$ cat config.mk
export PLATFORM = sky130hd
export DESIGN_NAME = sensor_ultrassonico_emulador
export DESIGN_NICKNAME = d
export VERILOG_FILES = /design/src/rtl/sonar_pkg.sv /design/src/rtl/contador_m.sv /design/src/rtl/sensor_ultrassonico_uc.sv /design/src/rtl/sensor_ultrassonico_emulador.sv
export SDC_FILE = /design/constraint.sdc
export NUM_CORES = 1
export LEC_CHECK = 0
export ABC_CLOCK_PERIOD_IN_PS = 3300
export BUFFER_PORTS_ARGS = -buffer_cell sky130_fd_sc_hd__buf_4
export CAP_MARGIN = 25
export CORE_ASPECT_RATIO = 1.25
export CORE_MARGIN = 2
export CORE_UTILIZATION = 40
export CTS_CLUSTER_DIAMETER = 40
export DETAILED_ROUTE_END_ITERATION = 16
export HOLD_SLACK_MARGIN = 0.12
export PLACE_DENSITY = 0.52
export SLEW_MARGIN = 20
export SYNTH_ARGS = -nofsm -noshare
export SYNTH_HDL_FRONTEND = slang
export SYNTH_SLANG_ARGS = --single-unit
export TNS_END_PERCENT = 30
$ cat constraint.sdc
create_clock -name clock -period 3.3 [get_ports clock]
set_input_delay 0.66 -clock clock [delete_from_list [all_inputs] [get_ports clock]]
set_output_delay 0.66 -clock clock [all_outputs]
set_load 0.02 [all_outputs]
$ cat src/rtl/sonar_pkg.sv
// Shared sonar definitions: FSM state encoding and default HC-SR04 timing at 50 MHz.
// Combinational constants only; no latency or backpressure.
package sonar_pkg;

  typedef enum logic [2:0] {
    INICIAL        = 3'd0,
    ESPERA_TRIGGER = 3'd1,
    MEDE_TRIGGER   = 3'd2,
    ATRASO         = 3'd3,
    ECO            = 3'd4,
    PAUSA          = 3'd5
  } estado_t;

  localparam int PADRAO_TRIGGER_MIN = 500;
  localparam int PADRAO_ATRASO      = 20_000;
  localparam int PADRAO_POR_CM      = 2941;
  localparam int PADRAO_DIST_MAX    = 400;
  localparam int PADRAO_TIMEOUT     = 1_900_000;
  localparam int PADRAO_PAUSA       = 500_000;

  // Wide enough for 400 cm * 2941 and for the 38 ms timeout.
  localparam int LARG_CONT = 22;

  // The sensor answers 0 cm as if it were 1 cm.
  function automatic logic [8:0] dist_efetiva(input logic [8:0] d);
    return (d == 9'd0) ? 9'd1 : d;
  endfunction

endpackage

$ cat src/rtl/contador_m.sv
// Generic modulo-M counter with synchronous clear and count enable; fim is high while q == M-1.
// Registered count, one cycle per step; no backpressure.
module contador_m #(
  parameter int M = 10,
  parameter int N = 4
) (
  input  logic         clock,
  input  logic         reset,
  input  logic         zera,
  input  logic         conta,
  output logic [N-1:0] q,
  output logic         fim
);

  logic [N-1:0] q_q, q_d;

  assign fim = (q_q == N'(M - 1));
  assign q   = q_q;

  always_comb begin
    q_d = q_q;
    if (zera) begin
      q_d = '0;
    end else if (conta) begin
      q_d = fim ? '0 : q_q + N'(1);
    end
  end

  always_ff @(posedge clock) begin
    if (reset) begin
      q_q <= '0;
    end else begin
      q_q <= q_d;
    end
  end

endmodule

$ cat src/rtl/sensor_ultrassonico_uc.sv
// Control FSM of the HC-SR04 emulator: sequences trigger check, delay, echo and dead time.
// echo/ocupado are registered from the next state, so they change on the same edge as the state; no backpressure.
module sensor_ultrassonico_uc
  import sonar_pkg::*;
(
  input  logic       clock,
  input  logic       reset,
  input  logic       trigger,
  input  logic       largura_ok,
  input  logic       atraso_fim,
  input  logic       eco_fim,
  input  logic       pausa_fim,
  output logic       inicia_largura,
  output logic       conta_largura,
  output logic       carrega,
  output logic       echo,
  output logic       ocupado,
  output logic [2:0] estado
);

  estado_t estado_q, estado_d;
  logic    echo_q, echo_d;
  logic    ocupado_q, ocupado_d;

  always_comb begin
    estado_d       = estado_q;
    inicia_largura = 1'b0;
    conta_largura  = 1'b0;
    carrega        = 1'b0;
    case (estado_q)
      INICIAL:        estado_d = ESPERA_TRIGGER;
      ESPERA_TRIGGER: begin
        if (trigger) begin
          inicia_largura = 1'b1;
          estado_d       = MEDE_TRIGGER;
        end
      end
      MEDE_TRIGGER: begin
        if (trigger) begin
          conta_largura = 1'b1;
        end else if (largura_ok) begin
          carrega  = 1'b1;
          estado_d = ATRASO;
        end else begin
          estado_d = ESPERA_TRIGGER;
        end
      end
      ATRASO:  if (atraso_fim) estado_d = ECO;
      ECO:     if (eco_fim) estado_d = PAUSA;
      // A trigger still high here is left alone until it drops, so it is never measured mid-pulse.
      PAUSA:   if (pausa_fim && !trigger) estado_d = ESPERA_TRIGGER;
      default: estado_d = INICIAL;
    endcase
    echo_d    = (estado_d == ECO);
    ocupado_d = (estado_d == ATRASO) || (estado_d == ECO) || (estado_d == PAUSA);
  end

  always_ff @(posedge clock) begin
    if (reset) begin
      estado_q  <= INICIAL;
      echo_q    <= 1'b0;
      ocupado_q <= 1'b0;
    end else begin
      estado_q  <= estado_d;
      echo_q    <= echo_d;
      ocupado_q <= ocupado_d;
    end
  end

  assign echo    = echo_q;
  assign ocupado = ocupado_q;
  assign estado  = estado_q;

endmodule

$ cat src/rtl/sensor_ultrassonico_emulador.sv
// HC-SR04 responder: validates trigger width, waits the burst delay, then echoes max(d,1)*CICLOS_POR_CM cycles (or timeout).
// Echo rises CICLOS_ATRASO cycles after trigger is first sampled low; trigger is ignored while busy, no backpressure.
module sensor_ultrassonico_emulador
  import sonar_pkg::*;
#(
  parameter int CICLOS_TRIGGER_MIN = PADRAO_TRIGGER_MIN,
  parameter int CICLOS_ATRASO      = PADRAO_ATRASO,
  parameter int CICLOS_POR_CM      = PADRAO_POR_CM,
  parameter int DIST_MAX           = PADRAO_DIST_MAX,
  parameter int CICLOS_TIMEOUT     = PADRAO_TIMEOUT,
  parameter int CICLOS_PAUSA       = PADRAO_PAUSA
) (
  input  logic       clock,
  input  logic       reset,
  input  logic       trigger,
  input  logic [8:0] distancia,
  output logic       echo,
  output logic       ocupado,
  output logic [2:0] db_estado
);

  localparam int LT = $clog2(CICLOS_TRIGGER_MIN + 1);

  estado_t estado;
  logic inicia_largura, conta_largura, carrega;
  logic largura_ok, atraso_fim, sub_fim, eco_fim, pausa_fim;
  logic [LARG_CONT-1:0] unused_q_atraso, unused_q_sub, unused_q_pausa;

  logic [LT-1:0]        larg_q, larg_d;
  logic [8:0]           dist_q, dist_d;
  logic                 fora_q, fora_d;
  logic [LARG_CONT-1:0] cm_q, cm_d;
  logic [LARG_CONT-1:0] alvo_cm;

  assign estado = estado_t'(db_estado);

  sensor_ultrassonico_uc u_uc (
    .clock          (clock),
    .reset          (reset),
    .trigger        (trigger),
    .largura_ok     (largura_ok),
    .atraso_fim     (atraso_fim),
    .eco_fim        (eco_fim),
    .pausa_fim      (pausa_fim),
    .inicia_largura (inicia_largura),
    .conta_largura  (conta_largura),
    .carrega        (carrega),
    .echo           (echo),
    .ocupado        (ocupado),
    .estado         (db_estado)
  );

  contador_m #(.M(CICLOS_ATRASO), .N(LARG_CONT)) u_cont_atraso (
    .clock (clock),
    .reset (reset),
    .zera  (estado != ATRASO),
    .conta (estado == ATRASO),
    .q     (unused_q_atraso),
    .fim   (atraso_fim)
  );

  contador_m #(.M(CICLOS_POR_CM), .N(LARG_CONT)) u_cont_sub (
    .clock (clock),
    .reset (reset),
    .zera  (estado != ECO),
    .conta ((estado == ECO) && !fora_q),
    .q     (unused_q_sub),
    .fim   (sub_fim)
  );

  // Held at its last value once done, so PAUSA can wait for trigger to drop.
  contador_m #(.M(CICLOS_PAUSA), .N(LARG_CONT)) u_cont_pausa (
    .clock (clock),
    .reset (reset),
    .zera  (estado != PAUSA),
    .conta ((estado == PAUSA) && !pausa_fim),
    .q     (unused_q_pausa),
    .fim   (pausa_fim)
  );

  assign largura_ok = (larg_q >= LT'(CICLOS_TRIGGER_MIN));

  // Out of range the cm-counter runs every cycle as a flat timeout counter.
  assign alvo_cm = fora_q ? LARG_CONT'(CICLOS_TIMEOUT - 1)
                          : {{(LARG_CONT-9){1'b0}}, dist_efetiva(dist_q)} - LARG_CONT'(1);
  assign eco_fim = (estado == ECO) && (cm_q == alvo_cm) && (fora_q || sub_fim);

  always_comb begin
    larg_d = larg_q;
    if (inicia_largura) begin
      larg_d = LT'(1);
    end else if (conta_largura && (larg_q != LT'(CICLOS_TRIGGER_MIN))) begin
      larg_d = larg_q + LT'(1);
    end

    dist_d = dist_q;
    fora_d = fora_q;
    if (carrega) begin
      dist_d = distancia;
      fora_d = (distancia > 9'(DIST_MAX));
    end

    cm_d = cm_q;
    if (estado != ECO) begin
      cm_d = '0;
    end else if (fora_q || sub_fim) begin
      cm_d = cm_q + LARG_CONT'(1);
    end
  end

  always_ff @(posedge clock) begin
    if (reset) begin
      larg_q <= '0;
      dist_q <= '0;
      fora_q <= 1'b0;
      cm_q   <= '0;
    end else begin
      larg_q <= larg_d;
      dist_q <= dist_d;
      fora_q <= fora_d;
      cm_q   <= cm_d;
    end
  end

endmodule

==> flow_summary.ini, run 1 <==
[place]
port_buffers = 16
dp_hpwl_mm = 7.891
gp_congestion = 0.8662
dpl_worst_slack_ps = 590.8
placed_instance_area_sq_mm = 0.005827

[detailed_routing]
ant_nets = 0
routed_wire_length_per_instance_microns = 13.02
firstDrtPassIters = 4
route.detailed.vias_per_inst = 5.228
drcViolationCount = 0
detail_route.iter0.violations = 240
totalWireLength_mm = 11.02
via_count = 4423

[synthesis]
combined_area_of_all_synthesized_cells_sq_mm = 0.005522
synth_cell_type_count = 55
yosysTopAreaCell = dfxtp_1
synth_ff_type = dfxtp_1
synth.most_common_cell = nor2_1
ys.warnings.count = 0
seq_area_frac_synth_pct = 40.61
synth_top_cells_by_count = nor2_1, dfxtp_1, xor2_1
synth_cells = 654
synthTopCellsByArea = dfxtp_1, xor2_1, nor2_1, xnor2_1, nand2_1
asyncSetResetFlopFracSynth_pct = 0
post-synth-top-area-fraction_pct = 40.61
number_of_enable_flip_flop_cells_after_synthesis = 0
syn-num-nets = 674
syn_area_per_cell_sq_um = 8.443
synth-seq-cells = 112

[clocking]
clockRootBuffer = clkbuf_16
tritoncts_num_sinks = 112
cts_resized = 0
tritoncts_clock_tree = yes
cts.repair_timing.setup_buffer_count = 0
tritoncts.num_buffers = 9
cts-htree-levels = 3
clock_insertion_delay_worst_skew_ps = 360
post_cts_hold_buffer_count = 0
clockBufferDepth = 2
cts.clk_slew.worst_paths_ps = 70

[power]
vdd_drop_max_mv = 0.2038
cellLeakagePower_nw = 2.048
p_comb_share_pct = 2.1
p_seq_share_pct = 56.4
cell_internal_pwr_mw = 1.886
switching_power_uw = 533.2
total_power_mw = 2.419
power.density_cell_area_mw_per_mm2 = 397.4
p_sw_share_pct = 22.04
share_clk_of_total_power_pct = 41.5

[timing]
worst_pin_slew_ps = 754.0
timing.max_slew.rel_slack_pct = 49.27
fin_ws_ps = 565.1
rsz_0062_raised_after_global_routing = no
share_of_the_clock_period_used_by_the_worst_path_after_layout_pct = 82.87
fin_worst_hold_slack_ps = 445.5
setup_viol = 0
final_period_minus_worst_setup_slack_ps = 2735
timing.final.hold_violations = 0
clock.fmax_mhz = 365.7
finalClockSkew_ps = 10.12
final_report_max_slew_violation_count = 0
setup_tns_ps = 0

[die]
pin_count = 17
design.core.area_sq_mm = 0.01363
std_cell_rows = 48
floorplan.die.height_microns = 135.4
die-area_sq_mm = 0.01477
width_of_the_die_microns = 109.1
initial_cell_density_of_the_core_pct = 40.50

[critical_path]
critPathRequiredTime_ps = 3550
crit_fanout = 6
cp_data_arrival_time_ps = 2990
critical_path_class = flop to flop
crit_path_end_kind = flop
worst_setup_path_start_kind = flop

[status]
status = finished, final reports clean

[finish]
multi_input_comb_area_sq_mm = 0.003159
area.sequential_sq_mm = 0.002242
layout-drive-gt1-share_pct = 6.557
antenna_cells = 0
design.final.nets = 688
final.fill_count = 1344
area_growth_syn_to_layout_pct = 10.27
final_design_area_no_fill_sq_mm = 0.006088

[global_routing]
grt_pass1_vias = 4114
grt_overflow = 0
initial_antenna_violation_count = 0
grt_pass1_wl_mm = 18.86
largest_net_degree_at_the_start_of_global_routing = 25
gr-usage-all-layers_pct = 16.06

[min_path]
min-delay-path-class = flop to flop

[flow_run]
timing.max_cap.violations = 0
-- through the flow --
stage	utilization, %	std cells
2_1_floorplan	-	654
3_3_place_gp	42.74	832
3_5_place_dp	42.74	832
5_1_grt	44.66	846
6_report	44.66	846
4_1_cts	44.66	846
-- path summary, 6_finish.rpt --
check | start | end | slack, ps | depth (start not counted)
setup / recovery | dist_q[4] | u_uc.echo | 570 | 10
hold / removal | u_cont_atraso.q[0] | u_cont_atraso.q[0] | 450 | 1
setup reg to reg | dist_q[4] | u_uc.echo | 570 | 10
hold reg to reg | u_cont_atraso.q[0] | u_cont_atraso.q[0] | 450 | 1
-- routing by layer --
layer / part of all wire, % / routed length, microns / GRT usage (%)
met5: 0 / 0 / 0
met4: 2.5 / 274 / 8.262
met3: 2.3 / 257 / 2.742
met2: 45 / 4909 / 25.47
met1: 51 / 5573 / 20.80
-- power by group through the flow --
stage	combinational [mW]	clock (mW)	sequential [mW]
2_1_floorplan	0.0296	0	1.39
3_3_place_gp	0.0506	0	1.40
3_5_place_dp	0.0511	0	1.40
4_1_cts	0.0514	1.05	1.36
5_1_grt	0.0567	1.09	1.37
6_report	0.0503	1.00	1.36
-- placed cells by master, fill, tap and decap left out, types with 6 or more instances in the layout --
| cell type | count |
|---|---|
| nor4_1 | 13 |
| clkbuf_16 | 9 |
| nand4_1 | 20 |
| mux2i_1 | 11 |
| xnor2_1 | 24 |
| and3_1 | 14 |
| buf_4 | 20 |
| dfxtp_1 | 112 |
| nor2_1 | 113 |
| and4_1 | 9 |
| nand3_1 | 24 |
| o21ai_0 | 25 |
| inv_1 | 15 |
| xor2_1 | 56 |
| nor3_1 | 14 |
| nor2b_1 | 8 |
| a21oi_1 | 32 |
| nand2b_1 | 6 |
| or3_1 | 24 |
| nand2_1 | 55 |
| ha_1 | 8 |
-- state kept, by name, indices dropped and copies added, names as in the netlist --
signal	count
u_cont_pausa.q	22
u_uc.ocupado	1
u_cont_atraso.q	22
u_uc.estado	3
u_cont_sub.q	22
dist_q	9
u_uc.echo	1
cm_q	22
larg_q	9
fora_q	1
-- final cells by class --
cell class | count | share of cell area, %
sequential | 112 | 36.83
timing repair buffer | 20 | 2.466
clock inverter | 4 | 0.5343
tap | 175 | 3.596
multi-input combinational | 510 | 51.89
inverter | 15 | 0.9248
clock buffer | 10 | 3.761
-- cells by family after synthesis --
logic type      share of synthesized area (%)
xor+xnor                                12.69
fa+ha+maj                               1.813
compound gates                          9.450
simple gates                            31.27
buf+inv                                 2.175
mux                                     1.994
flops                                   40.61
-- worst max-delay path, cell delays in order, from the launching register on --
cell and delay [ps]:
dfxtp_1 510, nor4_4 100, a21oi_1 230, ha_1 210, or3b_1 420, nor3_1 210, xor2_1 120, a2111oi_0 390
a311o_1 170, a41oi_1 110, and2_1 160
Power figures use the tool's default switching activity.
==> run 2: changes to the inputs <==
--- a/config.mk
+++ b/config.mk
@@ -5,7 +5,7 @@
 export SDC_FILE = /design/constraint.sdc
 export NUM_CORES = 1
 export LEC_CHECK = 0
-export ABC_CLOCK_PERIOD_IN_PS = 3300
+export ABC_CLOCK_PERIOD_IN_PS = 2550
 export BUFFER_PORTS_ARGS = -buffer_cell sky130_fd_sc_hd__buf_4
 export CAP_MARGIN = 25
 export CORE_ASPECT_RATIO = 1.25
==> constraint.sdc (replaced) <==
create_clock -name clock -period 2.55 [get_ports clock]
set_input_delay 0.51 -clock clock [delete_from_list [all_inputs] [get_ports clock]]
set_output_delay 0.51 -clock clock [all_outputs]
set_load 0.02 [all_outputs]
==> run 2 against run 1 <==
Clock skew down 1.6 ps. Critical path depth stayed put. Die area stayed put. Wire length grew 3.3%. Critical endpoint unchanged. Critical path type unchanged. First-iteration DRC count grew 2.9%. Global-route usage is 0.45 points higher. Total power grew 44%.
==> flow_summary.ini, run 2 (synthesis results as in run 1) <==
[detailed_routing]
detail_route.iter0.violations = 247
via_count = 4520
drcViolationCount = 0
routed_wire_length_per_instance_microns = 13.11
totalWireLength_mm = 11.38
firstDrtPassIters = 4
ant_nets = 0
route.detailed.vias_per_inst = 5.207

[global_routing]
initial_antenna_violation_count = 0
grt_pass1_vias = 4363
grt_overflow = 0
grt_pass1_wl_mm = 19.71
gr-usage-all-layers_pct = 16.51
largest_net_degree_at_the_start_of_global_routing = 24

[place]
dpl_worst_slack_ps = -58.97
gp_congestion = 0.8012
port_buffers = 16
place.detailed.instances = 851
placed_instance_area_sq_mm = 0.005969
dp_hpwl_mm = 8.196

[timing]
worst_pin_slew_ps = 738.8
setup_viol = 0
finalClockSkew_ps = 8.490
timing.max_slew.rel_slack_pct = 50.29
final_period_minus_worst_setup_slack_ps = 2444
share_of_the_clock_period_used_by_the_worst_path_after_layout_pct = 95.83
setup_tns_ps = 0
clock.fmax_mhz = 409.2
fin_ws_ps = 106.4
timing.final.hold_violations = 0
fin_worst_hold_slack_ps = 396.6
final_report_max_slew_violation_count = 0

[finish]
finalCoreUtilization_pct = 46.73
antenna_cells = 0
area_growth_syn_to_layout_pct = 15.39
design.final.nets = 708
final_design_area_no_fill_sq_mm = 0.006371
layout-drive-gt1-share_pct = 10.53
layout_commonest_cell = nor2_1
post_layout_nonfiller_instances = 868
layout_common_cells = nor2_1, dfxtp_1, xor2_1

[clocking]
cts.clk_slew.worst_paths_ps = 70
tritoncts_num_sinks = 112
tritoncts.num_buffers = 9
clock_insertion_delay_worst_skew_ps = 360
cts-htree-levels = 3
tritoncts_clock_tree = yes
clockRootBuffer = clkbuf_16
clockBufferDepth = 2
post_cts_hold_buffer_count = 0

[power]
cellLeakagePower_nw = 2.219
total_power_mw = 3.486
vdd_drop_max_mv = 0.2976
power.density_cell_area_mw_per_mm2 = 547.1

[critical_path]
worst_setup_path_start_kind = flop
critPathRequiredTime_ps = 2810
critical_path_class = flop to flop
rr_startpoint = dist_q[5]
crit_path_end_kind = flop
crit_start = dist_q[5]
crit_fanout = 3
cp_data_arrival_time_ps = 2700

[die]
die-area_sq_mm = 0.01477
initial_cell_density_of_the_core_pct = 40.50
width_of_the_die_microns = 109.1
std_cell_rows = 48
design.core.area_sq_mm = 0.01363
floorplan.die.height_microns = 135.4
pin_count = 17

[status]
status = finished, final reports clean

[min_path]
min-delay-path-class = input pin to flop
min_from = distancia[4]

[flow_run]
timing.max_cap.violations = 0
run 2: worst max-delay path, stage by stage, from the launching register on:
cell	delay [ps]
dfxtp_1	390
nor4_4	80
a21oi_2	160
ha_1	190
or3b_4	410
nor4b_1	390
xor2_1	120
nor2_1	130
xor2_1	180
a41oi_2	130
and2_1	160
run 2: layout make-up:
| cell class | count | area, sq um |
|---|---|---|
| Sequential cell | 112 | 2242 |
| Inverter | 15 | 56.30 |
| Multi-Input combinational cell | 510 | 3199 |
| Tap cell | 175 | 219.0 |
| Clock inverter | 6 | 115.1 |
| Timing Repair Buffer | 40 | 300.3 |
| Clock buffer | 10 | 239.0 |
| Fill cell | 1333 | 7262 |
run 2: final timing paths:
| check | to | slack [ps] | cells after the start |
|---|---|---|---|
| max reg2reg | u_uc.echo | 110 | 10 |
| min | dist_q[4] | 400 | 3 |
| min reg2reg | u_cont_atraso.q[0] | 450 | 1 |
| max | u_uc.echo | 110 | 10 |
run 2: per-layer routing:
metal	part of all wire, %	track usage, %	vias to the layer above	wire, microns
li1	-	-	2353	-
met1	48	21.55	2104	5513
met2	47	26.71	50	5349
met3	2.4	2.597	13	268
met4	2.2	7.336	0	250
met5	0	0	-	0
run 2: what timing repair did:
| item | CTS | global route |
|---|---|---|
| gates cloned | 0 | 0 |
| pin swaps | 0 | 1 |
| setup buffers | 0 | 1 |
| resized for setup | 2 | 6 |
| endpoints found under the setup margin | 2 | 2 |
run 2: power by group:
group          switching [mW]  total (mW)  internal, mW
clock network           0.658        1.65         0.992
logic                  0.0401      0.0732        0.0330
registers             0.00948        1.76          1.75
==> run 3: changes to the inputs <==
--- a/config.mk
+++ b/config.mk
@@ -10,11 +10,11 @@
 export CAP_MARGIN = 25
 export CORE_ASPECT_RATIO = 1.25
 export CORE_MARGIN = 2
-export CORE_UTILIZATION = 40
+export CORE_UTILIZATION = 50
 export CTS_CLUSTER_DIAMETER = 40
 export DETAILED_ROUTE_END_ITERATION = 16
 export HOLD_SLACK_MARGIN = 0.12
-export PLACE_DENSITY = 0.52
+export PLACE_DENSITY = 0.63
 export SLEW_MARGIN = 20
 export SYNTH_ARGS = -nofsm -noshare
 export SYNTH_HDL_FRONTEND = slang
==> run 3 against run 2 <==
Core utilization is 12 points higher. Clock skew is 0.71 ps lower. Flip-flop and latch count is the same. Hold slack gained 13 ps. Wire length decreased by 0.27%. Die area fell by 19%. Total power shrank 7.5%. Largest power group unchanged. Critical path depth unchanged. Sequential power about the same. Critical endpoint unchanged. Via count rose by 1.7%. Cell count fell by 5.3%.
==> flow_summary.ini, run 3 (synthesis results as in run 1) <==
[clocking]
cts-htree-levels = 3
cts.clk_slew.worst_paths_ps = 70
clockRootBuffer = clkbuf_16
clock_insertion_delay_worst_skew_ps = 340
tritoncts.num_buffers = 9
clockBufferDepth = 2
tritoncts_clock_tree = yes
tritoncts_num_sinks = 112
post_cts_hold_buffer_count = 0

[critical_path]
critical_path_class = flop to flop
worst_setup_path_start_kind = flop
crit_path_end_kind = flop
cp_data_arrival_time_ps = 2680
critPathRequiredTime_ps = 2840
crit_fanout = 3

[timing]
clock.fmax_mhz = 419.1
timing.final.hold_violations = 0
final_period_minus_worst_setup_slack_ps = 2386
share_of_the_clock_period_used_by_the_worst_path_after_layout_pct = 93.57
final_report_max_slew_violation_count = 0
setup_viol = 0
timing.max_slew.rel_slack_pct = 49.61
worst_pin_slew_ps = 755.9
setup_tns_ps = 0
finalClockSkew_ps = 7.779

[global_routing]
grt_pass1_vias = 4504
gr-usage-all-layers_pct = 20.10
grt_pass1_wl_mm = 19.86
largest_net_degree_at_the_start_of_global_routing = 24
initial_antenna_violation_count = 0
grt_overflow = 0

[finish]
layout_commonest_cell = nor2_1
layout-drive-gt1-share_pct = 10.00
design.final.nets = 706
layout_common_cells = nor2_1, dfxtp_1, xor2_1
area_growth_syn_to_layout_pct = 12.85
antenna_cells = 0

[min_path]
min-delay-path-class = input pin to flop

[status]
status = finished, final reports clean

[detailed_routing]
detail_route.iter0.violations = 141
ant_nets = 0
via_count = 4595
routed_wire_length_per_instance_microns = 13.81
totalWireLength_mm = 11.35
drcViolationCount = 0
firstDrtPassIters = 4
route.detailed.vias_per_inst = 5.590

[die]
floorplan.die.height_microns = 121.5
die-area_sq_mm = 0.01190
pin_count = 17
initial_cell_density_of_the_core_pct = 51.76
std_cell_rows = 42
design.core.area_sq_mm = 0.01067
width_of_the_die_microns = 97.99

[power]
total_power_mw = 3.223
power.density_cell_area_mw_per_mm2 = 517.2
vdd_drop_max_mv = 0.2678
cellLeakagePower_nw = 2.175

[flow_run]
timing.max_cap.violations = 0

[place]
port_buffers = 16
gp_congestion = 0.8294
dp_hpwl_mm = 8.271
==> run 3: cell types whose count changed in the layout (fill, tap and decap cells not counted), sizes merged <==
cell / delta
buf: -2
bufinv: -2
inv: -1
clkbuf: +2
==> run 3: stage by stage <==
step	util (%)	area [sq um]	cells	setup slack, ps	hold slack, ps
floorplan	-	5522	654	120.1	417.6
global placement	55.31	5901	806	90.40	429.9
detailed placement	55.31	5901	806	-15.82	447.6
CTS	58.09	6197	821	43.04	407.4
global route	58.41	6231	822	-3.262	414.4
finish	58.41	6231	822	164.0	409.6
==> run 3: what timing repair did <==
action,CTS,global route
setup endpoints to repair,2,2
setup buffers,0,1
resized for setup,1,7
pin swaps,1,1
==> run 3: area by class of cell <==
class / count / area, sq um
well taps: 132 / 165.2
multi-input cells: 510 / 3192
inverters: 15 / 56.30
fillers: 983 / 4437
repair buffers: 38 / 285.3
clock inverters: 3 / 42.54
clock buffers: 12 / 246.5
flip-flops and latches: 112 / 2243
==> run 3: where the power goes <==
group          total (mW)  internal (mW)  leakage (nW)  switching (mW)
Clock                1.39          0.783         0.139           0.604
Combinational      0.0736         0.0330          1.13          0.0407
Sequential           1.76           1.75         0.903         0.00963
Total                3.22           2.57          2.17           0.654
==> run 3: final timing paths <==
check             depth (start not counted)  slack, ps               start                  to
setup / recovery                         10        160           dist_q[1]           u_uc.echo
hold / removal                            3        410        distancia[3]           dist_q[3]
setup reg to reg                         10        160           dist_q[1]           u_uc.echo
hold reg to reg                           1        460  u_cont_atraso.q[0]  u_cont_atraso.q[0]
==> run 3: worst max-delay path, stage by stage, from the launching register on <==
cell and delay, ps:
dfxtp_1 390, nor4_4 70, a21oi_2 180, ha_1 200, or3b_4 410, nor3_2 140, xor2_1 230, a2111oi_1 70
a311o_1 330, a41oi_2 160, and2_1 140
==> run 3: routing by layer <==
metal | vias to the layer above | part of all wire, % | global-route usage [%]
met4 | 0 | 1.6 | 7.205
met2 | 50 | 49 | 35.40
met1 | 2197 | 46 | 24.39
li1 | 2333 | - | -
met5 | - | 0 | 0
met3 | 15 | 2.9 | 3.802
